==> src/rtl/cacheline_adapter.sv <==
// Line-to-burst adapter: turns one 256-bit dfp line read/write into a BURST_LEN x BEAT_W bmem burst.
// Optional BMEM_RADDR_CHECK_EN: read beats whose bmem_raddr differs from bmem_addr are dropped.
module cacheline_adapter #(
    parameter int BEAT_W    = 64,
    parameter int BURST_LEN = 4
) (
    input  logic                          clk,
    input  logic                          rst,
    input  logic [31:0]                   dfp_addr,
    input  logic                          dfp_read,
    input  logic                          dfp_write,
    input  logic [BEAT_W*BURST_LEN-1:0]   dfp_wdata,
    output logic [BEAT_W*BURST_LEN-1:0]   dfp_rdata,
    output logic                          dfp_resp,
    output logic [31:0]                   bmem_addr,
    output logic                          bmem_read,
    output logic                          bmem_write,
    output logic [BEAT_W-1:0]             bmem_wdata,
    input  logic                          bmem_ready,
    input  logic [31:0]                   bmem_raddr,
    input  logic [BEAT_W-1:0]             bmem_rdata,
    input  logic                          bmem_rvalid
);

    localparam int LINE_W = BEAT_W * BURST_LEN;
    localparam int CNT_W  = (BURST_LEN > 1) ? $clog2(BURST_LEN) : 1;

    typedef enum logic [2:0] {
        IDLE,
        RD_REQ,
        RD_WAIT,
        WR_BURST,
        RESP
    } state_t;

    state_t              state, state_next;
    logic [CNT_W-1:0]    beat;
    logic [26:0]         line_addr;
    logic [LINE_W-1:0]   line;
    logic                is_write;
    logic                last_beat;
    logic                beat_ok;

    assign bmem_addr = {line_addr, 5'b0};
    assign last_beat = (beat == CNT_W'(BURST_LEN - 1));

`ifdef BMEM_RADDR_CHECK_EN
    assign beat_ok = bmem_rvalid && (bmem_raddr == bmem_addr);

    logic unused_bits;
    assign unused_bits = ^dfp_addr[4:0];
`else
    assign beat_ok = bmem_rvalid;

    logic unused_bits;
    assign unused_bits = ^{dfp_addr[4:0], bmem_raddr};
`endif

    always_comb begin
        // NOTE: every output gets a default before the case so no path leaves one unassigned (no latches).
        state_next = state;
        bmem_read  = 1'b0;
        bmem_write = 1'b0;
        bmem_wdata = '0;
        dfp_resp   = 1'b0;
        dfp_rdata  = '0;
        case (state)
            IDLE: begin
                if (dfp_write)     state_next = WR_BURST;
                else if (dfp_read) state_next = RD_REQ;
            end
            RD_REQ: begin
                bmem_read = 1'b1;
                if (bmem_ready) state_next = RD_WAIT;
            end
            RD_WAIT: begin
                if (beat_ok && last_beat) state_next = RESP;
            end
            WR_BURST: begin
                bmem_write = 1'b1;
                bmem_wdata = line[int'(beat)*BEAT_W +: BEAT_W];
                if (bmem_ready && last_beat) state_next = RESP;
            end
            RESP: begin
                dfp_resp   = 1'b1;
                if (!is_write) dfp_rdata = line;
                state_next = IDLE;
            end
            default: state_next = IDLE;
        endcase
    end

    // NOTE: state is updated with non-blocking assignments so every register samples pre-edge values.
    always_ff @(posedge clk) begin
        if (rst) begin
            state     <= IDLE;
            beat      <= '0;
            line_addr <= '0;
            is_write  <= 1'b0;
            // NOTE: the line buffer is a plain register and is cleared so dfp_rdata is defined from reset.
            line      <= '0;
        end else begin
            state <= state_next;
            case (state)
                IDLE: begin
                    beat <= '0;
                    if (dfp_write) begin
                        line_addr <= dfp_addr[31:5];
                        line      <= dfp_wdata;
                        is_write  <= 1'b1;
                    end else if (dfp_read) begin
                        line_addr <= dfp_addr[31:5];
                        is_write  <= 1'b0;
                    end
                end
                RD_WAIT: begin
                    if (beat_ok) begin
                        line[int'(beat)*BEAT_W +: BEAT_W] <= bmem_rdata;
                        beat <= last_beat ? '0 : beat + 1'b1;
                    end
`ifdef BMEM_RADDR_CHECK_EN
`ifndef SYNTHESIS
                    if (bmem_rvalid && !beat_ok)
                        $error("cacheline_adapter: beat raddr %h does not match %h", bmem_raddr, bmem_addr);
`endif
`endif
                end
                WR_BURST: begin
                    if (bmem_ready) beat <= last_beat ? '0 : beat + 1'b1;
                end
                default: ;
            endcase
        end
    end

endmodule
==> config.mk <==
export PLATFORM = sky130hd
export DESIGN_NAME = cacheline_adapter
export DESIGN_NICKNAME = d
export VERILOG_FILES = /design/src/rtl/cacheline_adapter.sv
export SDC_FILE = /design/constraint.sdc
export NUM_CORES = 1
export LEC_CHECK = 0
export ABC_CLOCK_PERIOD_IN_PS = 5400
export CORE_AREA = 2 2 290 292
export DETAILED_ROUTE_END_ITERATION = 10
export DIE_AREA = 0 0 292 294
export PLACE_DENSITY_LB_ADDON = 0.08
export SLEW_MARGIN = 30
export SYNTH_ARGS = -nofsm -noshare
export SYNTH_HDL_FRONTEND = slang
export SYNTH_SLANG_ARGS = --single-unit
==> constraint.sdc <==
create_clock -name clk -period 5.4 [get_ports clk]
set_clock_uncertainty 0.1 [all_clocks]
set_input_delay 1.62 -clock clk [delete_from_list [all_inputs] [get_ports clk]]
set_output_delay 1.62 -clock clk [all_outputs]
set_load 0.01 [all_outputs]
# ---- After elaboration in Yosys (flattened, before gate mapping)
# Cells that the tools add are included.
dict set report word_totals {
  register_bits 289
  output_inout_bits 355
  wordCells 56
}
dict set report classes {
  addsub 2
  n_eq_ne 12
  n_shift 3
  muxes 24
  reduce_logical 10
}
# operator n
set op_table {}
lappend op_table {{$mux 256} 4}
lappend op_table {{$pmux 256 s2} 1}
lappend op_table {{$bwmux 256} 1}
lappend op_table {{$shift 64x33->256 const A} 1}
lappend op_table {{$shiftx 256x9->64} 1}
lappend op_table {{$shiftx 64x33->256} 1}
lappend op_table {{$mux 64} 1}
lappend op_table {{$mux 27} 2}
lappend op_table {{$neg 8->33} 1}
lappend op_table {{$mux 3} 5}
lappend op_table {{$ne 2x2->1 const B} 6}
lappend op_table {{$pmux 3 s4} 1}
lappend op_table {{$eq 3x2->1 const B} 2}
lappend op_table {{$mux 2} 3}
lappend op_table {{$pmux 2 s3} 1}
lappend op_table {{$reduce_and 3->1} 2}
lappend op_table {{$mux 1} 5}
lappend op_table {{$reduce_and 4->1} 1}
lappend op_table {{$reduce_bool 2->1} 2}
lappend op_table {{$eq 3x1->1 const B} 1}
lappend op_table {{$eq 3x3->1 const B} 1}
lappend op_table {{$logic_not 3->1} 1}
lappend op_table {{$ne 3x3->1 const B} 1}
lappend op_table {{$reduce_bool 3->1} 1}
lappend op_table {{4 further kinds} 5}

# ---- Depth between registers and ports, before layout
dict set report depth {
  word_depth 5
  ltp_mapped 10
}

# ---- Worst setup path after synthesis
# OpenSTA, ideal clock, no wires.
dict set report synth_timing {
  kind {reg2out}
  startpoint {register beat[0]}
  endpoint {output port bmem_wdata[36]}
  arrival_ns 1.650
  path_slack_ns 2.030
  stages_incl_launch_ff 6
  path_cell_list {dfxtp_1 -> buf_2 -> buf_4 -> buf_4 -> mux4_2 -> and3_1}
}
dict set report synth_between {
  elab_chain_cells 2
}
# item line_no
set synth_lines {}
lappend synth_lines {{from (decl)} 37} ;# logic [CNT_W-1:0] beat;
lappend synth_lines {{from (signal assigned)} 119} ;# beat <= last_beat ? '0 : beat + 1'b1;
lappend synth_lines {{from (signal assigned)} 129} ;# if (bmem_ready) beat <= last_beat ? '0 : beat + 1'b1;
lappend synth_lines {{$shiftx 256x9->64} 81} ;# bmem_wdata = line[int'(beat)*BEAT_W +: BEAT_W];
lappend synth_lines {{$mux 64} 67} ;# case (state)
lappend synth_lines {{to (decl)} 18} ;# output logic [BEAT_W-1:0] bmem_wdata,
# No other way between the ends.

# ---- Worst setup path after layout
dict set report layout_timing {
  startpoint {register state[0]}
  endpoint {output port dfp_rdata[68]}
}
dict set report layout_between {
  elab_chain_cells 2
}
# item line_no
set layout_lines {}
lappend layout_lines {{from (decl)} 36} ;# state_t state, state_next;
lappend layout_lines {{from (signal assigned)} 103} ;# state <= state_next;
lappend layout_lines {{$eq 3x3->1} 67}
lappend layout_lines {{$mux 256} 67}
lappend layout_lines {{to (decl)} 13} ;# output logic [BEAT_W*BURST_LEN-1:0] dfp_rdata,
# No other way between the ends.

==> key figures <==
Finish
  – Layout area overhead: 45.65%
  – Commonest non-fill, non-tap cell in the layout: clkdlybuf4s50_1
  – Storage element area: around 5800 µm²
  – Multi-input logic area: roughly 12000 µm²
  – Non-Filler Instances: roughly 3600
  – Layout fillers: 8458
  – Layout net count: 2849
  – Final Cell Area: approximately 28000 µm²
  – Share of cells above drive strength 1: 0.2081
  – Commonest non-fill, non-tap cells in the layout: clkdlybuf4s50_1, dfxtp_1, nor2_1

Floorplanning
  – Number of I/O pins: between 700 and 800
  – Die X: 292 µm
  – Die area: ~86000 µm²
  – Initial Util: 0.2326
  – Core area: 82890 µm²
  – Rows: around 110
  – Die Ht: just under 300 µm

Placed design
  – DP Area: 26790 µm²
  – # placed instances: approximately 3500
  – Routability cong.: between 0.8 and 0.9
  – Final HPWL DP: about 67000 µm
  – Port Buffer Count: roughly 700

Power
  – Pwr dens: 318.0 nW/µm²
  – Leakage power: around 0.0097 µW
  – Peak supply drop: 0.0002089 V

Detailed routing
  – Via density: 5.360
  – DRC: 0
  – Drt wl/cell: 29.29 µm
  – Routed WL: approximately 100000 µm
  – Final ANT Viol Nets: 0
  – DRT iter0 DRCs: 1283
  – Via count: between 15000 and 20000
  – 1st-pass router iterations: 5

Worst setup path
  – Startpoint types: register
  – Cell Chain, Critical Path: nor3b_2 > and2b_4 > buf_12 > and2_1 > clkdlybuf4s50_1
  – Worst EP arrival: 3.12 ns
  – Crit-path max FO: between 100 and 150
  – CP Class: register to primary output
  – Crit path required time: approximately 3.7 ns
  – Crit. End Element: primary output
  – Worst path slowest cell: clkdlybuf4s50_1
  – Crit path largest cell delay: between 0.6 and 0.7 ns

Run
  – Max_cap viols: 0

Synth
  – Distinct cells, synth: 48
  – Yosys reg bits: roughly 290
  – Synth warn: 0
  – Avg Cell Area, Syn: 10.03 µm²
  – Mapped Area: roughly 19000 µm²
  – Gate Count Post-Synth: approximately 1900
  – Sequential area share after synthesis: 0.3001

Clock network
  – Worst-path clk slew: 0.06 ns
  – Post-CTS Hold Fix Bufs: 0
  – Root buffer cell: clkbuf_16
  – Post-CTS setup buffer count: 0
  – Worst-Skew Late Latency: roughly 0.55 ns
  – Number of H-tree levels: 2
  – TritonCTS Buffers: around 40
  – CTS tree: done
  – Longest Clk Path Bufs: 3
  – Clock sink count: about 290
  – Post-CTS sizing: 0

Timing
  – Period Utilization, post-route: 0.8965
  – RSZ-0062 raised after global routing: false
  – Final min period: ~4.8 ns
  – Final setup violation count: 0
  – Fin. Hold Viols: 0
  – Actual slew at the worst max-slew pin: about 0.93 ns
  – Max-slew violation count: 0
  – Peak Freq: between 200 and 250 MHz
  – Slew HR: 0.3790
  – Setup TNS: 0 ns

Global routing
  – Grt ovf: 0
  – First-pass GRT wire length: 148600 µm
  – Vias in the first global route: between 15000 and 20000
  – Largest net degree at the start of global routing: between 100 and 150
  – GRT Util Overall: 0.2330
  – Initial antenna violation count: 22

Min path
  – Hold Crit Class: register to register

Run status
  – Status: finished, final reports clean
[synthesized netlist by cell type, drive strengths merged]
master  number  share of area
dfxtp      289           0.30
and2       257          0.083
a21boi       1        0.00039
nand4        2        0.00065
a21o         1        0.00039
nand2b       2        0.00065
and3b        1        0.00045
o21ai       30         0.0078
nor2       258          0.050
or3b         2        0.00091
nor3         1        0.00026
a22oi      256           0.10
and2b        1        0.00039
mux2i        1        0.00052
nor4b        2         0.0017
a21oi       35         0.0099
mux2         1        0.00058
nor2b        2        0.00065
nor4bb       1        0.00052
a221oi     257           0.19
nand2        7         0.0029
conb         1        0.00019
and3        64          0.021
and4bb      67          0.043
a21bo        1        0.00052
inv          6         0.0012
nor3b        3         0.0014
o31ai        2        0.00078
ha           6         0.0039
and4b        1        0.00052
clkbuf     107          0.021
mux4        64          0.075
buf        159          0.062
nand3       31         0.0080
or2          2        0.00065
or3          1        0.00032
[worst max-delay path: cells and delay by family (launching register included)]
family | cells | cell delay (ns)
buffers and inverters | 2 | 0.93
DFF | 1 | 0.52
and+or+nand+nor | 3 | 0.84
[routing by layer]
metal,GRT usage,vias to the layer above,share of wire
met2,0.3956,723,0.49
li1,-,8473,-
met4,0.06223,16,0.021
met3,0.04977,129,0.064
met1,0.2977,9816,0.43
met5,0,-,0.0011
[per-stage QoR]
stage          utilization  hold slack (ns)  setup WS (ns)  total power, µW
3_3_place_gp        0.3228           0.3623         0.9868             6253
2_1_floorplan            -           0.3492          2.030             5041
3_5_place_dp        0.3232           0.3685          1.120             6314
4_1_cts             0.3383           0.3773         0.5504             9017
6_report            0.3387           0.3753         0.5590             8928
5_1_grt             0.3386           0.3977         0.4600             9341
[power breakdown]
group          switching, µW  internal (µW)
logic                   1930           1430
clock network           1100           1560
registers                371           2540
total                   3400           5530
[sequential cells by signal, indices dropped and copies added (netlist names)]
| register | flops |
|---|---|
| line_addr | 27 |
| is_write | 1 |
| state | 3 |
| line | 256 |
| beat | 2 |
[cells by family after synthesis]
logic type,count (synthesis),share of synthesized area
simple gates,705,0.2179
fa+ha+maj,6,0.003894
flops,289,0.3001
compound gates,583,0.3185
other cells,1,0.0001945
buf+inv,272,0.08353
mux,66,0.07587
[layout make-up]
type | count | area share
diodes | 15 | 0.001337
clock buffers | 60 | 0.04086
clock inverters | 9 | 0.003788
inverters | 6 | 0.0008021
multi-input cells | 1365 | 0.4264
flip-flops and latches | 289 | 0.2067
well taps | 1080 | 0.04813
repair buffers | 750 | 0.2720
[worst paths after layout]
path / startpoint / to / slack, ns / depth (start not counted)
max reg2reg: beat[1] / line[2] / 1.83 / 7
min reg2reg: line_addr[1] / line_addr[1] / 0.38 / 2
max: state[0] / dfp_rdata[68] / 0.56 / 5
min: line_addr[1] / line_addr[1] / 0.38 / 2
No activity file was read; power rests on OpenSTA's default activity.
